<file path="src/rtl/ws2812b_rx.sv">
// WS2812B line receiver: decodes NRZ pulses into 24-bit GRB words, queues them in a FIFO
// and exposes DATA/STATUS/CTRL on the memory bus. Optional irq output with WS2812B_RX_IRQ_EN.
`timescale 1ns/1ps
module ws2812b_rx #(
    parameter int CLK_FREQ   = 100_000_000,
    parameter int FIFO_DEPTH = 8,
    parameter int T_BIT_NS   = 600,
    parameter int T_MIN_NS   = 100,
    parameter int T_MAX_NS   = 2000,
    parameter int T_RES_NS   = 50000
) (
    input  logic        clk,
    input  logic        reset,
    input  logic        sel,
    input  logic [10:0] addr,
    input  logic [3:0]  wstrb,
    input  logic [31:0] wdata,
    output logic [31:0] rdata,
    output logic        ready,
    input  logic        din
`ifdef WS2812B_RX_IRQ_EN
    ,
    output logic        irq
`endif
);
    localparam longint NS_PER_S  = 64'sd1000000000;
    localparam longint CLK_L     = longint'(CLK_FREQ);
    localparam int     T_BIT_CYC = int'((longint'(T_BIT_NS) * CLK_L) / NS_PER_S);
    localparam int     T_MIN_CYC = int'((longint'(T_MIN_NS) * CLK_L) / NS_PER_S);
    localparam int     T_MAX_CYC = int'((longint'(T_MAX_NS) * CLK_L) / NS_PER_S);
    localparam int     T_RES_CYC = int'((longint'(T_RES_NS) * CLK_L) / NS_PER_S);
    localparam int     CNT_TOP   = ((T_RES_CYC > T_MAX_CYC) ? T_RES_CYC : T_MAX_CYC) + 2;
    localparam int     CNT_W     = $clog2(CNT_TOP);
    localparam int     AW        = (FIFO_DEPTH > 1) ? $clog2(FIFO_DEPTH) : 1;
    localparam int     CW        = AW + 1;

    localparam logic [CNT_W-1:0] BIT_TH  = CNT_W'(T_BIT_CYC);
    localparam logic [CNT_W-1:0] MIN_TH  = CNT_W'(T_MIN_CYC);
    localparam logic [CNT_W-1:0] MAX_TH  = CNT_W'(T_MAX_CYC);
    localparam logic [CNT_W-1:0] RES_TH  = CNT_W'(T_RES_CYC);
    localparam logic [CNT_W-1:0] CNT_SAT = {CNT_W{1'b1}};

    typedef enum logic [1:0] {
        S_SYNC = 2'd0,
        S_IDLE = 2'd1,
        S_HIGH = 2'd2
    } state_t;

    logic             sync1_q, sync2_q, prev_q;
    state_t           state_q, state_d;
    logic [CNT_W-1:0] cnt_q, cnt_d;
    logic [4:0]       bitcnt_q, bitcnt_d;
    logic [23:0]      shreg_q, shreg_d;
    logic             push_q, push_d;
    logic [23:0]      pword_q, pword_d;
    logic             word_seen_q, word_seen_d;
    logic             set_err_s, set_frame_s;
    logic             rise_s, fall_s, gap_s, bit_s;

    logic [23:0]      mem_q [FIFO_DEPTH];
    logic [AW-1:0]    wptr_q, rptr_q;
    logic [CW-1:0]    count_q, count_d;
    logic             full_s, empty_s, push_ok_s, ovf_set_s, pop_s;
    logic [31:0]      count32_s;
    logic [7:0]       count8_s;

    logic             ready_q;
    logic [31:0]      rdata_q, rdata_d;
    logic             enable_q, enable_d;
    logic             overflow_q, bit_err_q, frame_done_q;
    logic [2:0]       clr_s;
    logic             access_s, is_rd_s;
    logic [31:0]      status_s, ctrl_s;
`ifdef WS2812B_RX_IRQ_EN
    logic             irq_en_q, irq_en_d, irq_q;
    logic             unused_s;
    assign unused_s = ^{addr[10:4], addr[1:0], wdata[31:5]};
`else
    logic             unused_s;
    assign unused_s = ^{addr[10:4], addr[1:0], wdata[31:5], wdata[1]};
`endif

    assign rise_s = sync2_q & ~prev_q;
    assign fall_s = ~sync2_q & prev_q;
    // A gap needs a settled low line; prev_q excludes the falling-edge cycle of a long high.
    assign gap_s  = ~sync2_q & ~prev_q & (cnt_q >= RES_TH);
    assign bit_s  = (cnt_q > BIT_TH);

    // Decoder FSM next state, bit assembly and flag events
    always_comb begin
        state_d     = state_q;
        bitcnt_d    = bitcnt_q;
        shreg_d     = shreg_q;
        push_d      = 1'b0;
        pword_d     = pword_q;
        word_seen_d = word_seen_q;
        set_err_s   = 1'b0;
        set_frame_s = 1'b0;
        if (rise_s || fall_s) begin
            cnt_d = {{(CNT_W-1){1'b0}}, 1'b1};
        end else if (cnt_q == CNT_SAT) begin
            cnt_d = cnt_q;
        end else begin
            cnt_d = cnt_q + {{(CNT_W-1){1'b0}}, 1'b1};
        end
        if (enable_q) begin
            case (state_q)
                S_SYNC: begin
                    if (gap_s) state_d = S_IDLE;
                    else       state_d = S_SYNC;
                end
                S_IDLE: begin
                    if (rise_s) begin
                        state_d = S_HIGH;
                    end else if (gap_s && bitcnt_q != 5'd0) begin
                        set_err_s = 1'b1;
                        bitcnt_d  = 5'd0;
                    end else if (gap_s && word_seen_q) begin
                        set_frame_s = 1'b1;
                        word_seen_d = 1'b0;
                    end else begin
                        state_d = S_IDLE;
                    end
                end
                S_HIGH: begin
                    if (fall_s && cnt_q < MIN_TH) begin
                        set_err_s = 1'b1;
                        bitcnt_d  = 5'd0;
                        state_d   = S_SYNC;
                    end else if (fall_s) begin
                        shreg_d = {shreg_q[22:0], bit_s};
                        state_d = S_IDLE;
                        if (bitcnt_q == 5'd23) begin
                            push_d      = 1'b1;
                            pword_d     = {shreg_q[22:0], bit_s};
                            bitcnt_d    = 5'd0;
                            word_seen_d = 1'b1;
                        end else begin
                            bitcnt_d = bitcnt_q + 5'd1;
                        end
                    end else if (cnt_q > MAX_TH) begin
                        set_err_s = 1'b1;
                        bitcnt_d  = 5'd0;
                        state_d   = S_SYNC;
                    end else begin
                        state_d = S_HIGH;
                    end
                end
                default: begin
                    state_d  = S_SYNC;
                    bitcnt_d = 5'd0;
                end
            endcase
        end else begin
            state_d  = S_SYNC;
            bitcnt_d = 5'd0;
        end
    end

    // Synchroniser, edge register and decoder state registers
    always_ff @(posedge clk) begin
        if (reset) begin
            sync1_q     <= 1'b0;
            sync2_q     <= 1'b0;
            prev_q      <= 1'b0;
            state_q     <= S_SYNC;
            cnt_q       <= {CNT_W{1'b0}};
            bitcnt_q    <= 5'd0;
            shreg_q     <= 24'd0;
            push_q      <= 1'b0;
            pword_q     <= 24'd0;
            word_seen_q <= 1'b0;
        end else begin
            sync1_q     <= din;
            sync2_q     <= sync1_q;
            prev_q      <= sync2_q;
            state_q     <= state_d;
            cnt_q       <= cnt_d;
            bitcnt_q    <= bitcnt_d;
            shreg_q     <= shreg_d;
            push_q      <= push_d;
            pword_q     <= pword_d;
            word_seen_q <= word_seen_d;
        end
    end

    assign full_s    = (count_q == CW'(FIFO_DEPTH));
    assign empty_s   = (count_q == {CW{1'b0}});
    // A pop in the same cycle frees the slot, so a push into a full FIFO is still accepted.
    assign push_ok_s = push_q & (~full_s | pop_s);
    assign ovf_set_s = push_q & full_s & ~pop_s;
    assign count32_s = 32'(count_q);
    assign count8_s  = (count32_s > 32'd255) ? 8'hFF : count32_s[7:0];

    // FIFO occupancy next value
    always_comb begin
        if (push_ok_s && !pop_s) begin
            count_d = count_q + {{(CW-1){1'b0}}, 1'b1};
        end else if (pop_s && !push_ok_s) begin
            count_d = count_q - {{(CW-1){1'b0}}, 1'b1};
        end else begin
            count_d = count_q;
        end
    end

    // FIFO storage
    always_ff @(posedge clk) begin
        if (push_ok_s) begin
            mem_q[wptr_q] <= pword_q;
        end
    end

    assign status_s = {16'd0, count8_s, 3'd0, frame_done_q, bit_err_q, overflow_q, full_s, empty_s};
`ifdef WS2812B_RX_IRQ_EN
    assign ctrl_s   = {30'd0, irq_en_q, enable_q};
`else
    assign ctrl_s   = {31'd0, enable_q};
`endif
    assign access_s = sel & ~ready_q;
    assign is_rd_s  = (wstrb == 4'b0000);

    // Bus decode: one side effect per select assertion
    always_comb begin
        rdata_d  = rdata_q;
        pop_s    = 1'b0;
        clr_s    = 3'b000;
        enable_d = enable_q;
`ifdef WS2812B_RX_IRQ_EN
        irq_en_d = irq_en_q;
`endif
        if (access_s) begin
            case (addr[3:2])
                2'd0: begin
                    if (is_rd_s && !empty_s) begin
                        rdata_d = {1'b1, 7'd0, mem_q[rptr_q]};
                        pop_s   = 1'b1;
                    end else begin
                        rdata_d = 32'd0;
                    end
                end
                2'd1: begin
                    rdata_d = is_rd_s ? status_s : 32'd0;
                    if (wstrb[0]) clr_s = wdata[4:2];
                    else          clr_s = 3'b000;
                end
                2'd2: begin
                    rdata_d = is_rd_s ? ctrl_s : 32'd0;
                    if (wstrb[0]) begin
                        enable_d = wdata[0];
`ifdef WS2812B_RX_IRQ_EN
                        irq_en_d = wdata[1];
`endif
                    end else begin
                        enable_d = enable_q;
                    end
                end
                default: rdata_d = 32'd0;
            endcase
        end else begin
            rdata_d = rdata_q;
        end
    end

    // FIFO pointers, flags and bus registers
    always_ff @(posedge clk) begin
        if (reset) begin
            wptr_q       <= {AW{1'b0}};
            rptr_q       <= {AW{1'b0}};
            count_q      <= {CW{1'b0}};
            overflow_q   <= 1'b0;
            bit_err_q    <= 1'b0;
            frame_done_q <= 1'b0;
            ready_q      <= 1'b0;
            rdata_q      <= 32'd0;
            enable_q     <= 1'b1;
        end else begin
            if (push_ok_s) wptr_q <= wptr_q + {{(AW-1){1'b0}}, 1'b1};
            if (pop_s)     rptr_q <= rptr_q + {{(AW-1){1'b0}}, 1'b1};
            count_q      <= count_d;
            overflow_q   <= ovf_set_s   | (overflow_q   & ~clr_s[0]);
            bit_err_q    <= set_err_s   | (bit_err_q    & ~clr_s[1]);
            frame_done_q <= set_frame_s | (frame_done_q & ~clr_s[2]);
            ready_q      <= sel;
            rdata_q      <= rdata_d;
            enable_q     <= enable_d;
        end
    end

`ifdef WS2812B_RX_IRQ_EN
    // Interrupt enable and registered interrupt output
    always_ff @(posedge clk) begin
        if (reset) begin
            irq_en_q <= 1'b0;
            irq_q    <= 1'b0;
        end else begin
            irq_en_q <= irq_en_d;
            irq_q    <= irq_en_q & (frame_done_q | overflow_q);
        end
    end
    assign irq = irq_q;
`endif

    assign rdata = rdata_q;
    assign ready = ready_q;
endmodule

</file>
<file path="config.mk">
export PLATFORM = sky130hd
export DESIGN_NAME = ws2812b_rx
export DESIGN_NICKNAME = d
export VERILOG_FILES = /design/src/rtl/ws2812b_rx.sv
export SDC_FILE = /design/constraint.sdc
export NUM_CORES = 1
export LEC_CHECK = 0
export BUFFER_PORTS_ARGS = -buffer_cell sky130_fd_sc_hd__buf_2
export CAP_MARGIN = 10
export CORE_MARGIN = 1.5
export CORE_UTILIZATION = 30
export CTS_BUF_LIST = sky130_fd_sc_hd__clkbuf_8
export CTS_CLUSTER_DIAMETER = 80
export DETAILED_ROUTE_END_ITERATION = 6
export GPL_TIMING_DRIVEN = 0
export HOLD_SLACK_MARGIN = 0.03
export PLACE_DENSITY = 0.5
export SYNTH_ARGS = -nofsm -noshare
export SYNTH_HDL_FRONTEND = slang
export SYNTH_SLANG_ARGS = --single-unit
</file>
<file path="constraint.sdc">
create_clock -name clk -period 9.3 [get_ports clk]
set_input_delay 0.465 -clock clk [delete_from_list [all_inputs] [get_ports clk]]
set_output_delay 0.465 -clock clk [all_outputs]
set_load 0.01 [all_outputs]
</file>
==> results of run 1 <==
[layout by cell type (no fill, tap or decap), types with 5 or more instances in the layout]
cell        n
a21oi_1    57
a22oi_1     9
buf_2      48
buf_4      13
buf_6      12
clkbuf_1   24
clkbuf_8   62
clkinv_1    6
clkinv_2    9
conb_1      7
dfxtp_1   115
edfxtp_1  192
ha_1       16
inv_1      29
mux2i_1    50
mux4_2     48
nand2_1    77
nand2b_1    6
nand3_1    14
nand4_1     8
nor2_1     94
nor2b_1     7
o21ai_0    12
or4_1       5
xnor2_1     6
xor2_1     11
[per-layer routing]
metal / part of all wire, % / routed length [um]
met5: 0 / 0
met2: 49 / 13300
met1: 44 / 12100
met4: 2.9 / 790
met3: 4.1 / 1130
[report_power, final]
part / switching [mW] / leakage (nW) / internal (mW)
sequential: 0.00184 / 2.71 / 1.43
combinational: 0.0240 / 1.67 / 0.0102
clock: 0.536 / 0.584 / 0.629
total: 0.561 / 4.96 / 2.07
[kinds of logic after synthesis]
family | synth area share [%]
and+or+nand+nor | 9.22
other | 0.0313
adders and majority gates | 1.84
DFF | 67.3
muxes | 13.2
AOI/OAI and AO/OA | 4.83
xor gates and xnor gates | 1.24
buffers and inverters | 2.30
[worst paths after layout]
path / endpoint / from / depth (start not counted)
max: count_q[3] / count_q[0] / 12
min: enable_q / wdata[0] / 3
max reg2reg: count_q[3] / count_q[0] / 12
min reg2reg: sync2_q / sync1_q / 1
[worst max-delay path, stage by stage (launching register included)]
cell,delay (ns)
dfxtp_1,0.38
nor4_1,0.59
nor3_1,0.15
nand3_1,0.24
clkbuf_1,0.77
ha_1,0.33
inv_1,0.09
ha_1,0.27
a21o_1,0.17
a21oi_1,0.17
xnor2_1,0.09
or3_1,0.30
a21oi_1,0.13
[sequential cells by signal (all words and copies together), names as in the netlist, 2 cells and up, named ones only]
register and flops:
mem_q 192, count_q 4, cnt_q 13, rptr_q 3, bitcnt_q 5, wptr_q 3
pword_q 24, state_q 2, rdata 25, shreg_q 23
[area by class of cell]
type | instances | share of cell area, %
Buffer | 47 | 1.57
Clock buffer | 62 | 6.03
Clock inverter | 31 | 1.09
Inverter | 14 | 0.371
Multi-Input combinational cell | 482 | 26.2
Sequential cell | 307 | 57.0
Tap cell | 525 | 4.64
Timing Repair Buffer | 57 | 3.09
[metrics by stage]
step	instance area [um2]	hold WS, ns	total power, mW
after detailed placement	13200	0.443	1.50
after global placement	12800	0.444	1.50
final	14200	0.107	2.63
after global routing	14200	0.0840	2.73
after floorplan	12000	0.414	1.48
after CTS	14200	0.0678	2.67
==> impl_metrics.yaml, run 1 <==
outcome:
  outcome: "finished clean"
detailed_routing:
  firstDrtPassIters: 5
  antenna_left: 0
  wl_per_cell_um: 17.9
  drtIter0Drc: 478
  route.detailed.drc: 0
  wirelength_um: 27300
  route.vias.total: 6950
  vias_per_cell: 4.56
cells_and_area:
  antenna_cells: 0
  multi_input_area_um2: 3710
  regArea_um2: 8070
  stdcell_count: 1525
  final_nets: 1027
  area_delta_synth_final_pct: 18.2
  final_core_util_pct: 35.8
  n_fill_cell: 3794
  drive_gt1_share_pct: 20.8
cts:
  insertion_delay_ns: 0.58
  root_buffer: "clkbuf_8"
  post_cts_buffers: 0
  cts_tree: "yes"
  cts_resized: 0
  cts_max_level: 2
  clkSinkCount: 307
  cts_inserted_buffers: 50
  path_clk_slew_ns: 0.06
  clockBufferDepth: 3
  cts_hold_buf: 0
grt:
  top_usage_layer: "met2"
  first_global_vias: 7071
  antenna_found_initial: 0
  grt_use_total_pct: 13.5
  gr-usage-met3_pct: 2.55
  overflow: 0
  grt.met2_usage_pct: 22.9
  grt_max_degree: 15
  grt_use_met1_pct: 17.1
  grt_pass1_wl_um: 42100
place:
  placed_cells: 1432
  dp_slack_ns: 5.42
  gp_congestion: 0.776
  io_buffer_count: 38
  hpwl_um: 18600
worst_setup_path:
  path_class: "register to register"
  worstPathMaxFanout: 10
  critical_path.startpoint_type: "register"
  required_ns: 9.79
  end_kind: "register"
  crit_arrival_ns: 4.24
  r2r_slack_ns: 5.55
synthesis:
  synth_ff_type: "edfxtp_1"
  syn_inst: 844
  ys_types: 50
  avgSynthCellArea_um2: 14.2
  post-synth-top-area-cell: "edfxtp_1"
  synth_most_common_cell: "edfxtp_1"
  synth_area_um2: 12000
  yosysSeqAreaShare_pct: 67.3
  synth_top_cells_by_count: "edfxtp_1, dfxtp_1, nor2_1"
  synth-warning-count: 0
  synthArstFlopShare_pct: 0
  synth_top_cell_area_share_pct: 48.1
  synthTopCellsByArea: "edfxtp_1, dfxtp_1, mux4_2, mux2i_1, nor2_1"
  synth_edf_count: 192
  ys_seq_elements: 307
die:
  coreArea_um2: 39500
  dieArea_um2: 41100
  die_width_um: 203
  ioPinCount: 84
  initial_utilization_pct: 30.3
  fp-row-count: 73
  die_h_um: 203
hold_path:
  hold_path.class: "primary input to register"
timing:
  fin_setup_tns_ns: 0
  drv_slew: 0
  fin_ws_ns: 5.55
  rsz0062_at_grt: "no"
  worst_pin_slew_ns: 1.10
  period_needed_ns: 3.75
  slew-limit-headroom_pct: 26.6
  setup_viol: 0
  finalHoldViolCount: 0
  period_share_pct: 40.3
  fmax_mhz: 267
  skew_ns: 0.0267
power_and_ir_drop:
  p_leak_nw: 4.96
  cellPowerDensity_nw_per_um2: 186
  ir_worst_vdd_mv: 0.0914
flow_run:
  maxCapViolations: 0
Power figures use the tool's default switching activity.
==> run 2, diff against run 1 <==
==> constraint.sdc (replaced) <==
create_clock -name clk -period 3.55 [get_ports clk]
set_input_delay 0.1775 -clock clk [delete_from_list [all_inputs] [get_ports clk]]
set_output_delay 0.1775 -clock clk [all_outputs]
set_load 0.01 [all_outputs]
==> run 2 against run 1 <==
Compared with the run above:
- count of clock-buffer cells in the layout shrank 7
- critical path depth is the same
- power grew to 2.6 times the previous value
- cell count grew 0.13%
- core utilization grew 0.12 points
- via count grew 1.8%
- clock power grew to 2.6 times the previous value
- fmax grew 17%
- global-route usage grew 0.24 points
- combinational power grew to 2.8 times the previous value
- critical path type unchanged
- critical endpoint unchanged
- highest routed layer unchanged
==> impl_metrics.yaml, run 2 (synthesis gave the netlist of run 1 again) <==
outcome:
  outcome: "finished clean"
worst_setup_path:
  crit_arrival_ns: 3.69
  crit_path_top_delay_cell: "nor4_2"
  end_kind: "register"
  worstPathMaxFanout: 10
  r2r_slack_ns: 0.36
  crit_start: "count_q[0]"
  path_depth: 12
  r2r_end: "count_q[3]"
  path_class: "register to register"
  required_ns: 4.05
  r2r_cells: 12
  slowest_delay_ns: 0.43
  cp_cell_sequence: "nor4_2 -> nor3_1 -> nand3_1 -> clkbuf_2 -> ha_1 -> inv_1 -> ha_1 -> a21o_1 -> a21oi_1 -> xnor2_1 -> or3_1 -> a21oi_1"
  reg2reg_from: "count_q[0]"
  critPathTopFamily: "simple AND/OR/NAND/NOR gates"
  critical_path_buf_inv_count: 2
  critical_path.startpoint_type: "register"
  endpoint: "count_q[3]"
die:
  die_width_um: 203
  dieArea_um2: 41100
  initial_utilization_pct: 30.3
  die_h_um: 203
  fp-row-count: 73
  coreArea_um2: 39500
  ioPinCount: 84
cts:
  insertion_delay_ns: 0.58
  cts_tree: "yes"
  cts_max_level: 2
  root_buffer: "clkbuf_8"
  cts_inserted_buffers: 49
  path_clk_slew_ns: 0.06
  clkSinkCount: 307
  clockBufferDepth: 3
cells_and_area:
  final_core_util_pct: 35.9
  mostFrequentLayoutCell: "edfxtp_1"
  n_fill_cell: 3811
  largest_register: "mem_q"
  area_delta_synth_final_pct: 18.6
  final_cell_mix: "edfxtp_1, dfxtp_1, nor2_1, nand2_1, a21oi_1"
  antenna_cells: 0
  drive_gt1_share_pct: 20.5
  fin_area_um2: 14200
  largest_register_ff_count: 192
  final_nets: 1032
grt:
  grt_pass1_wl_um: 43100
  antenna_found_initial: 0
  first_global_vias: 7165
  grt_use_total_pct: 13.8
  overflow: 0
  grt_max_degree: 18
detailed_routing:
  drtIter0Drc: 435
  route.detailed.drc: 0
  antenna_left: 0
  vias_per_cell: 4.63
  route.vias.total: 7077
  firstDrtPassIters: 5
  wirelength_um: 27800
  wl_per_cell_um: 18.2
power_and_ir_drop:
  cellPowerDensity_nw_per_um2: 479
  p_sw_mw: 1.46
  p_leak_nw: 4.95
  internal-power_mw: 5.35
  ir_worst_vdd_mv: 0.243
  p_clk_share_pct: 43.4
  switching_share_pct: 21.5
  pwr-share-seq_pct: 55.2
  combPwrFrac_pct: 1.4
timing:
  rsz0062_at_grt: "no"
  fmax_mhz: 313
  period_share_pct: 89.9
  period_needed_ns: 3.19
  setup_viol: 0
  drv_slew: 0
  skew_ns: 0.0197
  finalHoldViolCount: 0
  slew-limit-headroom_pct: 25.7
  worst_pin_slew_ns: 1.11
place:
  hpwl_um: 19000
  placed_area_um2: 13200
  io_buffer_count: 38
  gp_congestion: 0.779
hold_path:
  hold_path.class: "primary input to register"
flow_run:
  maxCapViolations: 0
## run 2: cell types whose count changed in the layout (fill, tap and decap cells not counted), moves of 3 or more
cell,before,now
clkinv_1,6,9
buf_8,0,3
clkbuf_8,62,55
dlygate4sd3_1,0,7
buf_4,13,9
## run 2: worst min path at each step
stage	from	depth (start not counted)	slack [ns]	endpoint
after detailed placement	wdata[0]	3	0.41	enable_q
after floorplan	sel	1	0.31	ready
after global routing	addr[3]	3	0.1	rdata[0]
after CTS	addr[3]	3	0.05	rdata[0]
after global placement	wdata[0]	3	0.40	enable_q
final	addr[3]	3	0.1	rdata[0]
## run 2: through the flow
stage | setup TNS (ns) | setup slack [ns] | hold WS (ns) | total power, mW | instances
CTS | 0 | 0.0768 | 0.0513 | 6.90 | 1527
global placement | -310.76 | -2.37 | 0.400 | 3.92 | 1413
global route | 0 | 0.136 | 0.0991 | 7.08 | 1527
detailed placement | -0.122 | -0.122 | 0.407 | 3.92 | 1431
floorplan | 0 | 0.300 | 0.306 | 3.88 | 850
finish | 0 | 0.359 | 0.0980 | 6.81 | 1527
## run 2: layout make-up
cell class / count / area, um2 / share of cell area (%)
timing repair buffer: 63 / 515 / 3.63
sequential: 307 / 8070 / 56.8
buffer: 47 / 224 / 1.58
multi-input combinational: 482 / 3740 / 26.3
tap: 525 / 657 / 4.62
clock inverter: 34 / 196 / 1.38
inverter: 14 / 52.6 / 0.370
clock buffer: 55 / 757 / 5.33
## run 2: worst register-to-register path, delay by kind of cell (launching register included)
kind	cells	cell delay (ns)
and+or+nand+nor	4	1.11
adders and majority gates	2	0.55
buffers and inverters	2	0.51
AOI/OAI and AO/OA	3	0.48
DFF	1	0.40
xor gates and xnor gates	1	0.10
## run 2: what timing repair did
action | CTS | global route
resized for setup | 1 | 3
endpoints found under the hold margin | 6 | 0
hold buffers | 7 | 0
endpoints found under the setup margin | 1 | 1
setup buffers | 0 | 0
## run 2: layer usage
layer	global-route usage [%]	vias up	share of wire [%]
met3	2.50	52	4.0
met4	4.37	0	2.4
met5	0	-	0
li1	-	3376	-
met2	24.0	112	50
met1	17.2	3537	44
## run 2: power by group through the flow
| stage | logic (mW) | registers, mW | clock network, mW |
|---|---|---|---|
| 4_1_cts | 0.0980 | 3.75 | 3.05 |
| 6_report | 0.0959 | 3.76 | 2.96 |
| 5_1_grt | 0.106 | 3.75 | 3.22 |
| 3_5_place_dp | 0.0923 | 3.83 | 0 |
| 2_1_floorplan | 0.0537 | 3.83 | 0 |
| 3_3_place_gp | 0.0915 | 3.83 | 0 |
==> run 3, diff against run 2 <==
--- a/config.mk
+++ b/config.mk
@@ -5,6 +5,7 @@
 export SDC_FILE = /design/constraint.sdc
 export NUM_CORES = 1
 export LEC_CHECK = 0
+export ABC_AREA = 1
 export BUFFER_PORTS_ARGS = -buffer_cell sky130_fd_sc_hd__buf_2
 export CAP_MARGIN = 10
 export CORE_MARGIN = 1.5
==> run 3 against run 2 <==
Compared with the run above:
- setup slack better by 0.15 ns
- clock skew up 0.010 ns
- highest routed layer unchanged
- synthesized cell count grew 44%
- core utilization shrank 0.25 points
- sequential share of layout area shrank 1.8 points
- power grew 1.2%
- cell count grew 24%
- combinational power is 15% higher
- die area is 4.9% higher
- clock power grew 2%
- global-route usage increased by 2.0 points
- critical path depth fell by 2
==> impl_metrics.yaml, run 3 <==
timing:
  fin_hold_ws_ns: 0.0982
  period_needed_ns: 3.04
  finalHoldViolCount: 0
  drv_slew: 0
  rsz0062_at_grt: "no"
  worst_pin_slew_ns: 0.946
  fin_ws_ns: 0.511
  setup_viol: 0
  fmax_mhz: 329
  slew-limit-headroom_pct: 36.8
  period_share_pct: 85.6
  skew_ns: 0.0297
cells_and_area:
  final_nets: 1392
  largest_register: "mem_q"
  largest_register_ff_count: 192
  antenna_cells: 0
  drive_gt1_share_pct: 14.0
  stdcell_count: 1896
  area_delta_synth_final_pct: 16.6
  multi_input_area_um2: 3890
  n_fill_cell: 4139
  mostFrequentLayoutCell: "edfxtp_1"
  regArea_um2: 8070
  final_cell_mix: "edfxtp_1, nor2_1, nand2_1, o21ai_0, dfxtp_1"
synthesis:
  avgSynthCellArea_um2: 10.4
  synth_ff_type: "edfxtp_1"
  yosysSeqAreaShare_pct: 64.2
  synth_most_common_cell: "nor2_1"
  synthTopCellsByArea: "edfxtp_1, dfxtp_1, nor2_1, o21ai_0, nand2_1"
  synth_edf_count: 192
  synth_top_cell_area_share_pct: 45.9
  syn_inst: 1214
  synthArstFlopShare_pct: 0
  ys_seq_elements: 307
  synth_top_cells_by_count: "nor2_1, edfxtp_1, nand2_1"
  synth_area_um2: 12600
  ys_types: 42
  synth-warning-count: 0
  post-synth-top-area-cell: "edfxtp_1"
power_and_ir_drop:
  ir_worst_vdd_mv: 0.236
  cellPowerDensity_nw_per_um2: 470
  p_leak_nw: 5.84
detailed_routing:
  firstDrtPassIters: 5
  antenna_left: 0
  vias_per_cell: 4.79
  route.vias.total: 9084
  drtIter0Drc: 527
  wl_per_cell_um: 17.8
  wirelength_um: 33800
  route.detailed.drc: 0
flow_run:
  maxCapViolations: 0
cts:
  clockBufferDepth: 3
  cts_tree: "yes"
  cts_inserted_buffers: 51
  cts_resized: 0
  clkSinkCount: 307
  path_clk_slew_ns: 0.06
  root_buffer: "clkbuf_8"
  cts_max_level: 2
  insertion_delay_ns: 0.61
grt:
  grt_pass1_wl_um: 52100
  top_usage_layer: "met2"
  grt.met2_usage_pct: 25.4
  grt_use_met1_pct: 21.3
  overflow: 0
  first_global_vias: 8889
  antenna_found_initial: 0
  gr-usage-met3_pct: 3.52
  grt_use_total_pct: 15.7
  grt_max_degree: 25
die:
  die_h_um: 208
  fp-row-count: 74
  ioPinCount: 84
  coreArea_um2: 41100
  die_width_um: 208
  dieArea_um2: 43200
  initial_utilization_pct: 30.6
worst_setup_path:
  cp_cell_sequence: "inv_1 -> nand4_2 -> nand2_1 -> nor2_4 -> nand2_4 -> nand2_1 -> nand2_1 -> inv_1 -> nand2_1 -> nor2_4"
  slowest_delay_ns: 0.80
  cpMostUsedCell: "nand2_1"
  end_kind: "register"
  critical_path.startpoint_type: "register"
  path_class: "register to register"
  worstPathMaxFanout: 24
  required_ns: 3.76
  crit_arrival_ns: 3.25
  crit_path_top_delay_cell: "nor2_4"
outcome:
  outcome: "finished clean"
place:
  hpwl_um: 22500
  io_buffer_count: 38
  placed_cells: 1792
  gp_congestion: 0.807
  dp_slack_ns: 0.495
hold_path:
  hold_path.class: "primary input to register"
-- run 3: cell count changes after synthesis, sizes merged, moves of 50 or more --
cell   previous run  this run
inv              14        87
o21ai            12       157
nand2            77       147
mux2i            50         0
nor2             97       201
-- run 3: timing repair --
action	in CTS	in global routing
hold buffers	11	0
endpoints found under the setup margin	0	0
endpoints found under the hold margin	6	0
setup buffers	0	0
-- run 3: final timing paths --
check,cells past startpoint,start,end,slack [ns]
max reg2reg,10,count_q[1],mem_q[5][1],0.51
min,8,wstrb[2],rdata[0],0.1
max,10,count_q[1],mem_q[5][1],0.51
min reg2reg,2,sync1_q,sync2_q,0.41
-- run 3: critical path, delay by kind of cell (launching register included) --
kind                   cells  cell delay [ns]
buffers and inverters      2             0.23
and+or+nand+nor            8             1.95
DFF                        1             0.44
-- run 3: power by group --
group	internal, mW	switching [mW]	total [mW]
Combinational	0.0340	0.0760	0.110
Sequential	3.75	0.00388	3.76
Clock	1.59	1.44	3.03
-- run 3: area by class of cell --
class,instances,area share (%)
plain buffers,69,2.47
clock buffers,62,5.82
clock inverters,31,1.02
inverters,89,2.29
multi-input cells,755,26.5
flip-flops and latches,307,55.0
well taps,532,4.54
repair buffers,51,2.32
-- run 3: logic make-up (layout without fill, tap and decap cells) --
logic type,count (synthesis),after routing,synth area share (%)
DFF,307,307,64.2
buffers and inverters,158,302,5.55
and+or+nand+nor,426,426,14.4
AOI/OAI and AO/OA,298,298,13.6
xor gates and xnor gates,7,7,0.488
other,1,7,0.0298
adders and majority gates,17,17,1.75
-- run 3: through the flow --
stage | utilization, % | area (um2) | setup TNS (ns) | total power, mW
5_1_grt | 35.7 | 14700 | 0 | 7.16
2_1_floorplan | - | 12600 | 0 | 3.90
3_5_place_dp | 33.0 | 13600 | 0 | 3.94
6_report | 35.7 | 14700 | 0 | 6.89
4_1_cts | 35.7 | 14700 | 0 | 6.99
3_3_place_gp | 32.7 | 13500 | -117.07 | 3.94
-- run 3: routing by layer --
layer	routed length (um)	share of wire, %
met5	0	0
met1	15400	46
met2	15600	46
met4	653	1.9
met3	2120	6.3
